$ cat src/rtl/uart_tx_fifo.sv
// uart_tx_fifo: byte-wide TX FIFO feeding an 8N1 / 8E1 UART serialiser.
// The FIFO uses extended (MSB-tagged) pointers so full and empty are told
// apart without a separate count; the serialiser is a two-process FSM whose
// output bit, level, ready and busy flags are all registered.
module uart_tx_fifo #(
    parameter int FIFO_DEPTH = 8,
    parameter int PARITY_EN  = 0,
    parameter int DIV_W      = 16
) (
    input  logic                          clk_i,
    input  logic                          rst_i,
    input  logic [DIV_W-1:0]              clk_div_i,
    input  logic                          tx_en_i,
    input  logic [7:0]                    data_i,
    input  logic                          valid_i,
    output logic                          ready_o,
    output logic                          tx_o,
    output logic                          busy_o,
    output logic [$clog2(FIFO_DEPTH):0]   fifo_level_o
);

    localparam int AW = $clog2(FIFO_DEPTH);
    localparam logic [AW:0]      PTR_ONE  = {{AW{1'b0}}, 1'b1};
    localparam logic [AW:0]      FULL_LVL = (AW+1)'(FIFO_DEPTH);
    localparam logic [DIV_W-1:0] DIV_ZERO = {DIV_W{1'b0}};
    localparam logic [DIV_W-1:0] DIV_ONE  = {{(DIV_W-1){1'b0}}, 1'b1};

    typedef enum logic [2:0] {
        ST_IDLE   = 3'd0,
        ST_START  = 3'd1,
        ST_DATA   = 3'd2,
        ST_PARITY = 3'd3,
        ST_STOP   = 3'd4
    } state_t;

    // Even parity: the parity bit makes the total count of ones even.
    function automatic logic even_parity(input logic [7:0] d);
        return ^d;
    endfunction

    // FIFO storage and pointers
    logic [7:0]       mem_r [FIFO_DEPTH];
    logic [AW:0]      wr_ptr_r, rd_ptr_r;
    logic [AW:0]      wr_nxt_s, rd_nxt_s, lvl_nxt_s;
    logic             full_s, empty_s, push_s, pop_s, launch_s;
    logic [7:0]       head_s;

    // Serialiser state
    state_t           state_r, state_s;
    logic [DIV_W-1:0] baud_r, baud_s;
    logic [DIV_W-1:0] div_r, div_s;
    logic [2:0]       bit_r, bit_s;
    logic [7:0]       shift_r, shift_s;
    logic             par_r, par_s;
    logic             tx_r, tx_s;
    logic             expire_s;

    // Registered status outputs
    logic             ready_r, busy_r;
    logic [AW:0]      level_r;

    assign full_s   = (wr_ptr_r[AW] != rd_ptr_r[AW]) &&
                      (wr_ptr_r[AW-1:0] == rd_ptr_r[AW-1:0]);
    assign empty_s  = (wr_ptr_r == rd_ptr_r);
    assign push_s   = valid_i && !full_s;
    assign launch_s = !empty_s && tx_en_i;
    assign head_s   = mem_r[rd_ptr_r[AW-1:0]];
    assign expire_s = (baud_r == (div_r - DIV_ONE));

    // Next-state and next-output logic of the serialiser; a frame launch
    // (from IDLE or straight out of STOP) pops the head byte and latches the divisor.
    always_comb begin
        state_s = state_r;
        baud_s  = baud_r;
        div_s   = div_r;
        bit_s   = bit_r;
        shift_s = shift_r;
        par_s   = par_r;
        tx_s    = tx_r;
        pop_s   = 1'b0;
        case (state_r)
            ST_IDLE: begin
                if (launch_s) begin
                    state_s = ST_START;
                    pop_s   = 1'b1;
                    shift_s = head_s;
                    par_s   = even_parity(head_s);
                    div_s   = (clk_div_i == DIV_ZERO) ? DIV_ONE : clk_div_i;
                    baud_s  = DIV_ZERO;
                    bit_s   = 3'd0;
                    tx_s    = 1'b0;
                end else begin
                    tx_s    = 1'b1;
                end
            end
            ST_START: begin
                if (expire_s) begin
                    state_s = ST_DATA;
                    baud_s  = DIV_ZERO;
                    bit_s   = 3'd0;
                    tx_s    = shift_r[0];
                end else begin
                    baud_s  = baud_r + DIV_ONE;
                end
            end
            ST_DATA: begin
                if (expire_s) begin
                    baud_s = DIV_ZERO;
                    if (bit_r == 3'd7) begin
                        if (PARITY_EN != 0) begin
                            state_s = ST_PARITY;
                            tx_s    = par_r;
                        end else begin
                            state_s = ST_STOP;
                            tx_s    = 1'b1;
                        end
                    end else begin
                        bit_s   = bit_r + 3'd1;
                        shift_s = {1'b0, shift_r[7:1]};
                        tx_s    = shift_r[1];
                    end
                end else begin
                    baud_s = baud_r + DIV_ONE;
                end
            end
            ST_PARITY: begin
                if (expire_s) begin
                    state_s = ST_STOP;
                    baud_s  = DIV_ZERO;
                    tx_s    = 1'b1;
                end else begin
                    baud_s  = baud_r + DIV_ONE;
                end
            end
            ST_STOP: begin
                if (expire_s) begin
                    baud_s = DIV_ZERO;
                    if (launch_s) begin
                        state_s = ST_START;
                        pop_s   = 1'b1;
                        shift_s = head_s;
                        par_s   = even_parity(head_s);
                        div_s   = (clk_div_i == DIV_ZERO) ? DIV_ONE : clk_div_i;
                        bit_s   = 3'd0;
                        tx_s    = 1'b0;
                    end else begin
                        state_s = ST_IDLE;
                        tx_s    = 1'b1;
                    end
                end else begin
                    baud_s = baud_r + DIV_ONE;
                end
            end
            default: begin
                state_s = ST_IDLE;
                baud_s  = DIV_ZERO;
                tx_s    = 1'b1;
            end
        endcase
    end

    // Next pointer values, used both for the pointers and the registered flags.
    always_comb begin
        wr_nxt_s = wr_ptr_r;
        rd_nxt_s = rd_ptr_r;
        if (push_s) begin
            wr_nxt_s = wr_ptr_r + PTR_ONE;
        end else begin
            wr_nxt_s = wr_ptr_r;
        end
        if (pop_s) begin
            rd_nxt_s = rd_ptr_r + PTR_ONE;
        end else begin
            rd_nxt_s = rd_ptr_r;
        end
        lvl_nxt_s = wr_nxt_s - rd_nxt_s;
    end

    // FIFO storage write; contents are only ever read while the entry is valid.
    always_ff @(posedge clk_i) begin
        if (push_s) begin
            mem_r[wr_ptr_r[AW-1:0]] <= data_i;
        end
    end

    // State, pointer and output registers with synchronous reset.
    always_ff @(posedge clk_i) begin
        if (rst_i) begin
            state_r  <= ST_IDLE;
            baud_r   <= DIV_ZERO;
            div_r    <= DIV_ONE;
            bit_r    <= 3'd0;
            shift_r  <= 8'd0;
            par_r    <= 1'b0;
            tx_r     <= 1'b1;
            wr_ptr_r <= {(AW+1){1'b0}};
            rd_ptr_r <= {(AW+1){1'b0}};
            level_r  <= {(AW+1){1'b0}};
            ready_r  <= 1'b1;
            busy_r   <= 1'b0;
        end else begin
            state_r  <= state_s;
            baud_r   <= baud_s;
            div_r    <= div_s;
            bit_r    <= bit_s;
            shift_r  <= shift_s;
            par_r    <= par_s;
            tx_r     <= tx_s;
            wr_ptr_r <= wr_nxt_s;
            rd_ptr_r <= rd_nxt_s;
            level_r  <= lvl_nxt_s;
            ready_r  <= (lvl_nxt_s != FULL_LVL);
            busy_r   <= (state_s != ST_IDLE) || (lvl_nxt_s != {(AW+1){1'b0}});
        end
    end

    assign tx_o         = tx_r;
    assign ready_o      = ready_r;
    assign busy_o       = busy_r;
    assign fifo_level_o = level_r;

endmodule

$ cat config.mk
export PLATFORM = sky130hd
export DESIGN_NAME = uart_tx_fifo
export DESIGN_NICKNAME = d
export VERILOG_FILES = /design/src/rtl/uart_tx_fifo.sv
export SDC_FILE = /design/constraint.sdc
export NUM_CORES = 1
export LEC_CHECK = 0
export CAP_MARGIN = 25
export CORE_AREA = 2 2 134 103
export CTS_CLUSTER_DIAMETER = 150
export DETAILED_ROUTE_END_ITERATION = 16
export DIE_AREA = 0 0 136 105
export GPL_ROUTABILITY_DRIVEN = 1
export SLEW_MARGIN = 20
export SYNTH_ARGS = -nofsm -noshare
export SYNTH_HDL_FRONTEND = slang
export SYNTH_SLANG_ARGS = --single-unit
$ cat constraint.sdc
create_clock -name clk_i -period 8 [get_ports clk_i]
set_input_delay 1.6 -clock clk_i [delete_from_list [all_inputs] [get_ports clk_i]]
set_output_delay 1.6 -clock clk_i [all_outputs]
set_load 0.01 [all_outputs]
==> reports/results.ini, run 1 <==
[clock_tree]
holdBufCountCts=0
cts_tree=yes
insertion_delay_ps=420
cts_setup_buffers=0
cts_root_buffer=clkbuf_16
cts_resized=0
path_clk_slew_ps=50
cts_htree_levels=4
cts_sinks=125
cts_made_buffers=17
clock_path_buffers=2

[critical_path]
crit_path_end_kind=flop
critPathMaxStageDelay_ps=650
path_buf_inv=1
crit_required_ps=8290
cp_top_family=simple AND/OR/NAND/NOR gates
critPathSlowestCell=and2_1
cp-start-kind=flop
r2r_start=div_r[0]
cp_common_cell=xnor2_1
worstPathCellList=inv_1 > ha_1 > nor4b_2 > nand3_1 > xnor2_1 > or4b_1 > o41ai_2 > and2_1 > mux2i_1 > ha_1 > a21o_1 > a21oi_1 > xor2_1 > xnor2_1 > xnor2_1 > or3_1
reg2regPathDepth=16
cp.arrival_ps=5440
crit_type=flop to flop
ff2ff_setup_slack_ps=2850
critPathMaxFanout=17
rr_endpoint=ready_o

[job]
drv_cap=0

[hold_path]
hold_depth=2
hold-path-endpoint=bit_r[1]
hold_path.class=flop to flop
hold_start=bit_r[1]

[route]
drc=0
postRouteAntennaNets=0
drt_iter0_markers=394
routed_wirelength_um=13300
wl_per_cell_um=17.9
via_per_inst=5.58
first_pass_iters=5
vias=4157

[placed_design]
io_buffer_count=34
gp_congestion=0.872
dp_hpwl_um=9210
placed_cell_area_um2=6430
dp.cells=711
dp_slack_ps=2750

[cells_and_area]
final_util_pct=54.7
antenna_cells=0
multi_input_area_um2=2690
area.sequential_um2=3140
final_cell_area_um2=7050
drive_above_1_share_pct=11.8
final_nets=599
areaGrowthSynthToFinish_pct=17.7
final_cell_count_no_fill=745
fill_cells=1121

[yosys]
synth_ff_type=edfxtp_1
synthSimpleGateAreaFrac_pct=17.6
synth_xor_area_share_pct=6.58
synthMuxAreaShare_pct=8.57
synth_most_common_cell=edfxtp_1
synth_top_family_by_area=simple AND/OR/NAND/NOR gates
post-synth-top-area-cell=edfxtp_1
syn_area_per_cell_um2=11.2
ys_warn_count=0
synthTopCellsByCount=edfxtp_1 (64), dfxtp_1 (61), nor2_1 (52), nand2_1 (47), a21oi_1 (36)
netlist_area_um2=5990
ys_ff_latch=125
synth_cell_types=61
synthAdderAreaFrac_pct=2.22
yosysSeqAreaShare_pct=52.5
syn_nets=572
synth_edf_count=64
async_reset_ff_share_pct=0
synth_top_area_share_pct=32.1
synth_top_cells_by_area=edfxtp_1 (32%), dfxtp_1 (20%), mux4_2 (6.0%)
netlist_instances=534
synth-compound-area-share_pct=9.72

[sta]
fin_crit_sh_pct=64.4
finalWorstSetupSlack_ps=2850
skew_ps=7.23
holdWs_ps=456
rsz0062_at_grt=no
max_freq_ghz=0.194
worst_pin_slew_ps=970
slew_viol_final=0
tns_ps=0
min_period_ps=5150
relSlewSlack_pct=35.1
hold_viol=0
setup_viol=0

[pwr]
p_leak_nw=2.47
p_per_area_nw_per_um2=296
peakVddDrop_mv=0.175
finalPower_mw=2.09

[floorplan]
die-width_um=136
core.rowCount=36
core_um2=12900
start_util_pct=46.5
die_h_um=105
pin_count=35
fp.dieArea_um2=14300

[grt]
grt_usage_pct=20.0
grt_pass1_vias=4076
grt_max_degree=63
grt_remaining_overflow=0
antenna_found_initial=0
grt_pass1_wl_um=21600

[outcome]
status=complete, no violations

-- report_power, final --
group          leakage (nW)  switching (mW)  internal [mW]  total (mW)
clock network         0.291           0.262          0.518       0.780
logic                  1.11           0.292          0.231       0.523
registers              1.08          0.0573          0.725       0.782
total                  2.47           0.611           1.47        2.09
-- layer usage --
layer,vias to the layer above,routed length [um],track usage [%]
met2,105,5250,26.0
met5,-,0,0
li1,2031,-,-
met1,2004,6940,31.5
met4,0,183,6.25
met3,17,949,5.82
-- flip-flops by register name, summed over array words and instances (netlist names), 3 cells and up --
name,cells
mem_r,64
state_r,3
div_r,16
bit_r,3
fifo_level_o,4
shift_r,8
rd_ptr_r,4
wr_ptr_r,4
baud_r,16
-- cell type report --
type                    instances  area share, %
flip-flops and latches        125           44.6
multi-input cells             371           38.1
clock buffers                  24           6.98
repair buffers                 39           5.29
well taps                     171           3.04
clock inverters                 8           1.60
inverters                       7          0.373
-- worst max path at each step --
stage | end | depth (start not counted) | startpoint
after CTS | ready_o | 16 | div_r[0]
after detailed placement | ready_o | 12 | tx_en_i
after global routing | ready_o | 16 | div_r[0]
after global placement | ready_o | 12 | tx_en_i
final | ready_o | 16 | div_r[0]
after floorplan | ready_o | 18 | div_r[0]
-- cell families after synthesis --
logic type               Yosys count
AO/OA/AOI/OAI                     84
XOR/XNOR                          45
adder cells (fa/ha/maj)           10
buffers and inverters             38
flip-flops                       125
multiplexers                      31
AND/OR/NAND/NOR                  201
-- cells in the final DEF (no fill, tap or decap), types with 5 or more instances in the layout --
cell type / synthesis / final
nand2b_1: 7 / 7
nor3_1: 13 / 11
buf_4: 1 / 5
nand4_1: 5 / 5
clkbuf_16: 0 / 17
nor2_1: 52 / 52
clkdlybuf4s50_1: 0 / 33
mux4_2: 16 / 16
nand3_1: 17 / 17
nand2_1: 47 / 47
edfxtp_1: 64 / 64
nand4b_1: 10 / 10
inv_1: 7 / 7
o31ai_2: 7 / 7
ha_1: 9 / 9
xor2_1: 28 / 28
o21ai_0: 11 / 11
a21oi_1: 36 / 36
xnor2_1: 17 / 17
mux2i_1: 13 / 13
dfxtp_1: 61 / 61
nor4_1: 9 / 9
and3_1: 9 / 9
or3_1: 5 / 5
-- worst reg2reg max path: cells and delay by family (launching register included) --
| family | cells | cell delay [ps] |
|---|---|---|
| flip-flops | 1 | 390 |
| adder cells (fa/ha/maj) | 2 | 540 |
| AND/OR/NAND/NOR | 5 | 2100 |
| XOR/XNOR | 4 | 640 |
| AO/OA/AOI/OAI | 3 | 910 |
| multiplexers | 1 | 370 |
| buffers and inverters | 1 | 90 |
No activity file was read; power rests on OpenSTA's default activity.
==> run 2: changes to the inputs <==
==> constraint.sdc (replaced) <==
create_clock -name clk_i -period 5.4 [get_ports clk_i]
set_input_delay 1.08 -clock clk_i [delete_from_list [all_inputs] [get_ports clk_i]]
set_output_delay 1.08 -clock clk_i [all_outputs]
set_load 0.01 [all_outputs]
==> reports/results.ini, run 2 (synthesis gave the netlist of run 1 again) <==
[grt]
grt_pass1_wl_um=21400  ; was 21600 um
grt_pass1_vias=3989  ; was 4076
grt_max_degree=39  ; was 63
grt_usage_pct=19.8  ; was 20.0%
grt_remaining_overflow=0  ; unchanged
antenna_found_initial=0  ; unchanged

[critical_path]
cp_common_cell=xnor2_1  ; unchanged
critPathMaxFanout=27  ; was 17
cp.arrival_ps=5260  ; was 5440 ps
path_buf_inv=2  ; was 1
crit_type=flop to flop  ; unchanged
crit_path_end_kind=flop  ; unchanged
cp-start-kind=flop  ; unchanged
cp.depth=17  ; was 16
cp_top_family=simple AND/OR/NAND/NOR gates  ; unchanged
worstPathCellList=inv_1 > ha_1 > nor4b_2 > nand3_1 > xnor2_1 > or4b_1 > o41ai_2 > nand2_2 > xnor2_1 > ha_1 > inv_1 > a21o_1 > a21oi_1 > xor2_1 > xnor2_1 > xnor2_1 > or3_1  ; was inv_1 > ha_1 > nor4b_2 > nand3_1 > xnor2_1 > or4b_1 > o41ai_2 > and2_1 > mux2i_1 > ha_1 > a21o_1 > a21oi_1 > xor2_1 > xnor2_1 > xnor2_1 > or3_1
reg2regPathDepth=17  ; was 16
critPathSlowestCell=or4b_1  ; was and2_1
critPathMaxStageDelay_ps=610  ; was 650 ps
crit_required_ps=5690  ; was 8290 ps

[sta]
slew_viol_final=0  ; unchanged
min_period_ps=4970  ; was 5150 ps
finalWorstSetupSlack_ps=433  ; was 2850 ps
skew_ps=5.37  ; was 7.23 ps
tns_ps=0  ; unchanged
setup_viol=0  ; unchanged
holdWs_ps=463  ; was 456 ps
fin_crit_sh_pct=92.0  ; was 64.4%
max_freq_ghz=0.201  ; was 0.194 GHz
hold_viol=0  ; unchanged
worst_pin_slew_ps=1010  ; was 970 ps
relSlewSlack_pct=32.5  ; was 35.1%
rsz0062_at_grt=no  ; unchanged

[cells_and_area]
drive_above_1_share_pct=13.5  ; was 11.8%
mostFrequentLayoutCell=edfxtp_1  ; unchanged
fill_cells=1102  ; was 1121
final_cell_mix=edfxtp_1 (64), dfxtp_1 (61), nor2_1 (52)  ; unchanged
antenna_cells=0  ; unchanged
multi_input_area_um2=2680  ; was 2690 um2
final_cell_count_no_fill=750  ; was 745
areaGrowthSynthToFinish_pct=19.1  ; was 17.7%
final_cell_area_um2=7130  ; was 7050 um2
area.sequential_um2=3140  ; unchanged
largest_reg_flops=64  ; unchanged
final_nets=604  ; was 599

[hold_path]
hold_depth=2  ; unchanged
hold_path.class=flop to flop  ; unchanged

[placed_design]
placed_cell_area_um2=6450  ; was 6430 um2
gp_congestion=0.896  ; was 0.872
dp.cells=716  ; was 711
io_buffer_count=34  ; unchanged
dp_hpwl_um=9090  ; was 9210 um
dp_slack_ps=456  ; was 2750 ps

[outcome]
status=complete, no violations  ; unchanged

[floorplan]
start_util_pct=46.5  ; unchanged
core_um2=12900  ; unchanged
pin_count=35  ; unchanged
fp.dieArea_um2=14300  ; unchanged
die-width_um=136  ; unchanged
die_h_um=105  ; unchanged
core.rowCount=36  ; unchanged

[clock_tree]
cts_sinks=125  ; unchanged
cts_resized=0  ; unchanged
cts_htree_levels=4  ; unchanged
cts_tree=yes  ; unchanged
clock_path_buffers=2  ; unchanged
path_clk_slew_ps=60  ; was 50 ps
cts_root_buffer=clkbuf_16  ; unchanged
cts_made_buffers=17  ; unchanged
cts_setup_buffers=0  ; unchanged
holdBufCountCts=0  ; unchanged
insertion_delay_ps=410  ; was 420 ps

[pwr]
p_leak_nw=2.51  ; was 2.47 nW
p_per_area_nw_per_um2=448  ; was 296 nW/um2
peakVddDrop_mv=0.233  ; was 0.175 mV

[route]
via_per_inst=5.56  ; was 5.58
routed_wirelength_um=13200  ; was 13300 um
drc=0  ; unchanged
first_pass_iters=5  ; unchanged
postRouteAntennaNets=0  ; unchanged
wl_per_cell_um=17.6  ; was 17.9 um
vias=4167  ; was 4157
drt_iter0_markers=413  ; was 394

[job]
drv_cap=0  ; unchanged

==> run 2: metal layers <==
metal | part of all wire, % | global-route usage [%]
met1 | 54 | 32.2
met2 | 39 | 24.7
met3 | 6.0 | 5.48
met5 | 0 | 0
met4 | 0.95 | 5.95
==> run 2: final cells by class <==
class | count | area share, %
flip-flops and latches | 125 | 44.1
multi-input cells | 371 | 37.5
clock buffers | 17 | 5.97
repair buffers | 44 | 5.76
clock inverters | 15 | 3.28
well taps | 171 | 3.00
inverters | 7 | 0.369
==> run 2: worst paths after layout <==
check	start	end	slack [ps]
setup / recovery	div_r[0]	ready_o	430
hold reg to reg	bit_r[2]	bit_r[2]	460
hold / removal	bit_r[2]	bit_r[2]	460
setup reg to reg	div_r[0]	ready_o	430
==> run 2: report_power, final <==
part | leakage [nW] | switching (mW) | internal, mW | total, mW
clock | 0.311 | 0.435 | 0.826 | 1.26
sequential | 1.08 | 0.0793 | 1.07 | 1.15
combinational | 1.13 | 0.437 | 0.346 | 0.783
==> run 2: worst reg2reg max path, stage by stage, from the launching register on <==
cell and delay, ps:
dfxtp_1 380, inv_1 90, ha_1 250, nor4b_2 320, nand3_1 140, xnor2_1 170, or4b_1 610, o41ai_2 600
nand2_2 480, xnor2_1 350, ha_1 230, inv_1 50, a21o_1 170, a21oi_1 160, xor2_1 190, xnor2_1 160
xnor2_1 130, or3_1 360
==> run 2: through the flow <==
step / power [mW] / utilization (%)
2_1_floorplan: 1.73 / -
3_3_place_gp: 1.94 / 50.1
3_5_place_dp: 1.94 / 50.1
4_1_cts: 3.21 / 55.2
5_1_grt: 3.36 / 55.3
6_report: 3.20 / 55.3
==> run 3: changes to the inputs <==
--- a/config.mk
+++ b/config.mk
@@ -6,10 +6,10 @@
 export NUM_CORES = 1
 export LEC_CHECK = 0
 export CAP_MARGIN = 25
-export CORE_AREA = 2 2 134 103
+export CORE_AREA = 4 4 147 113
 export CTS_CLUSTER_DIAMETER = 150
 export DETAILED_ROUTE_END_ITERATION = 16
-export DIE_AREA = 0 0 136 105
+export DIE_AREA = 0 0 151 117
 export GPL_ROUTABILITY_DRIVEN = 1
 export SLEW_MARGIN = 20
 export SYNTH_ARGS = -nofsm -noshare
==> reports/results.ini, run 3 (synthesis gave the netlist of run 1 again) <==
[pwr]
p_leak_nw=2.46  ; was 2.51 nW
peakVddDrop_mv=0.226  ; was 0.233 mV
p_per_area_nw_per_um2=428  ; was 448 nW/um2

[route]
via_per_inst=5.34  ; was 5.56
wl_per_cell_um=17.2  ; was 17.6 um
drc=0  ; unchanged
drt_iter0_markers=295  ; was 413
first_pass_iters=5  ; unchanged
postRouteAntennaNets=0  ; unchanged
vias=4164  ; was 4167
routed_wirelength_um=13400  ; was 13200 um

[floorplan]
fp.dieArea_um2=17700  ; was 14300 um2
pin_count=35  ; unchanged
core_um2=15100  ; was 12900 um2
start_util_pct=39.6  ; was 46.5%
die-width_um=151  ; was 136 um
core.rowCount=39  ; was 36
die_h_um=117  ; was 105 um

[clock_tree]
clock_path_buffers=2  ; unchanged
insertion_delay_ps=420  ; was 410 ps
path_clk_slew_ps=50  ; was 60 ps
cts_sinks=125  ; unchanged
cts_root_buffer=clkbuf_16  ; unchanged
cts_tree=yes  ; unchanged
cts_made_buffers=17  ; unchanged
cts_htree_levels=4  ; unchanged

[grt]
grt_remaining_overflow=0  ; unchanged
grt_pass1_wl_um=21800  ; was 21400 um
grt_usage_pct=16.4  ; was 19.8%
antenna_found_initial=0  ; unchanged
grt_max_degree=33  ; was 39
grt_pass1_vias=4136  ; was 3989

[critical_path]
r2r_start=div_r[0]  ; unchanged
critPathSlowestCell=o41ai_2  ; was or4b_1
cp-start-kind=flop  ; unchanged
worstPathCellList=inv_1 > ha_1 > nor4b_2 > nand3_1 > xnor2_1 > or4b_1 > o41ai_2 > and2_1 > mux2i_1 > ha_1 > a21o_1 > a21oi_1 > xor2_1 > xnor2_1 > xnor2_1 > or3_1  ; was inv_1 > ha_1 > nor4b_2 > nand3_1 > xnor2_1 > or4b_1 > o41ai_2 > nand2_2 > xnor2_1 > ha_1 > inv_1 > a21o_1 > a21oi_1 > xor2_1 > xnor2_1 > xnor2_1 > or3_1
path_buf_inv=1  ; was 2
critPathMaxStageDelay_ps=690  ; was 610 ps
crit_required_ps=5690  ; about the same
cp_common_cell=xnor2_1  ; unchanged
cp_top_family=simple AND/OR/NAND/NOR gates  ; unchanged
rr_endpoint=ready_o  ; unchanged
reg2regPathDepth=16  ; was 17
crit_end=ready_o  ; unchanged
crit_type=flop to flop  ; unchanged
critPathMaxFanout=8  ; was 27
crit_path_end_kind=flop  ; unchanged
ff2ff_setup_slack_ps=520  ; was 430 ps
critPathLaunch=div_r[0]  ; unchanged
cp.arrival_ps=5170  ; was 5260 ps
cp.depth=16  ; was 17

[sta]
hold_viol=0  ; unchanged
setup_viol=0  ; unchanged
max_freq_ghz=0.205  ; was 0.201 GHz
skew_ps=6.61  ; was 5.37 ps
relSlewSlack_pct=35.0  ; was 32.5%
min_period_ps=4880  ; was 4970 ps
rsz0062_at_grt=no  ; unchanged
worst_pin_slew_ps=971  ; was 1010 ps
tns_ps=0  ; unchanged
holdWs_ps=462  ; was 463 ps
slew_viol_final=0  ; unchanged
fin_crit_sh_pct=90.4  ; was 92.0%

[cells_and_area]
areaGrowthSynthToFinish_pct=18.1  ; was 19.1%
final_nets=600  ; was 604
largest_reg_flops=64  ; unchanged
final_util_pct=46.7  ; was 55.3%
mostFrequentLayoutCell=edfxtp_1  ; unchanged
final_cell_mix=edfxtp_1 (64), dfxtp_1 (61), nor2_1 (51)  ; was edfxtp_1 (64), dfxtp_1 (61), nor2_1 (52)
drive_above_1_share_pct=12.2  ; was 13.5%
antenna_cells=0  ; unchanged

[placed_design]
gp_congestion=0.898  ; was 0.896
dp_hpwl_um=9320  ; was 9090 um
io_buffer_count=34  ; unchanged

[hold_path]
hold_path.class=flop to flop  ; unchanged

[outcome]
status=complete, no violations  ; unchanged

[job]
drv_cap=0  ; unchanged

==> run 3: worst min path at each step <==
stage	to	cells past startpoint	slack (ps)	startpoint
2_1_floorplan	bit_r[1]	2	440	bit_r[1]
3_3_place_gp	bit_r[1]	2	440	bit_r[1]
3_5_place_dp	bit_r[2]	2	460	bit_r[2]
4_1_cts	bit_r[2]	2	460	bit_r[2]
5_1_grt	bit_r[1]	2	490	bit_r[1]
6_report	bit_r[2]	2	460	bit_r[2]
==> run 3: cell type report <==
type                    instances  area, um2
clock buffers                  27        515
flip-flops and latches        125       3140
fillers                      1379       8060
clock inverters                 5       56.3
well taps                     205        256
repair buffers                 40        380
multi-input cells             371       2690
inverters                       7       26.3
==> run 3: tightest hold or removal path, delay by kind of cell, from the launching register on <==
kind	cells	cell delay, ps
DFF	1	310
AOI/OAI and AO/OA	1	50
and+or+nand+nor	1	50
==> run 3: timing repair <==
item,in CTS,in global routing
hold buffers,0,0
buffers inserted,0,0
resized for setup,0,1
setup endpoints to repair,0,1
==> run 3: report_power, final <==
part	internal, mW	switching (mW)	leakage (nW)
Clock	0.699	0.394	0.276
Sequential	1.07	0.0801	1.08
Combinational	0.345	0.434	1.11
==> run 3: through the flow <==
| step | setup WS [ps] | power [mW] | std cells | area (um2) |
|---|---|---|---|---|
| 2_1_floorplan | 1030 | 1.73 | 534 | 5990 |
| 3_3_place_gp | 677 | 1.93 | 748 | 6490 |
| 3_5_place_dp | 486 | 1.94 | 748 | 6490 |
| 4_1_cts | 404 | 3.04 | 780 | 7060 |
| 5_1_grt | 106 | 3.19 | 780 | 7070 |
| 6_report | 517 | 3.03 | 780 | 7070 |
==> run 3: metal layers <==
| layer | share of wire [%] | up-vias | global-route usage, % |
|---|---|---|---|
| met4 | 1.4 | 0 | 5.19 |
| met1 | 51 | 2025 | 23.5 |
| met2 | 42 | 89 | 23.6 |
| li1 | - | 2034 | - |
| met3 | 5.6 | 16 | 5.27 |
| met5 | 0 | - | 0 |
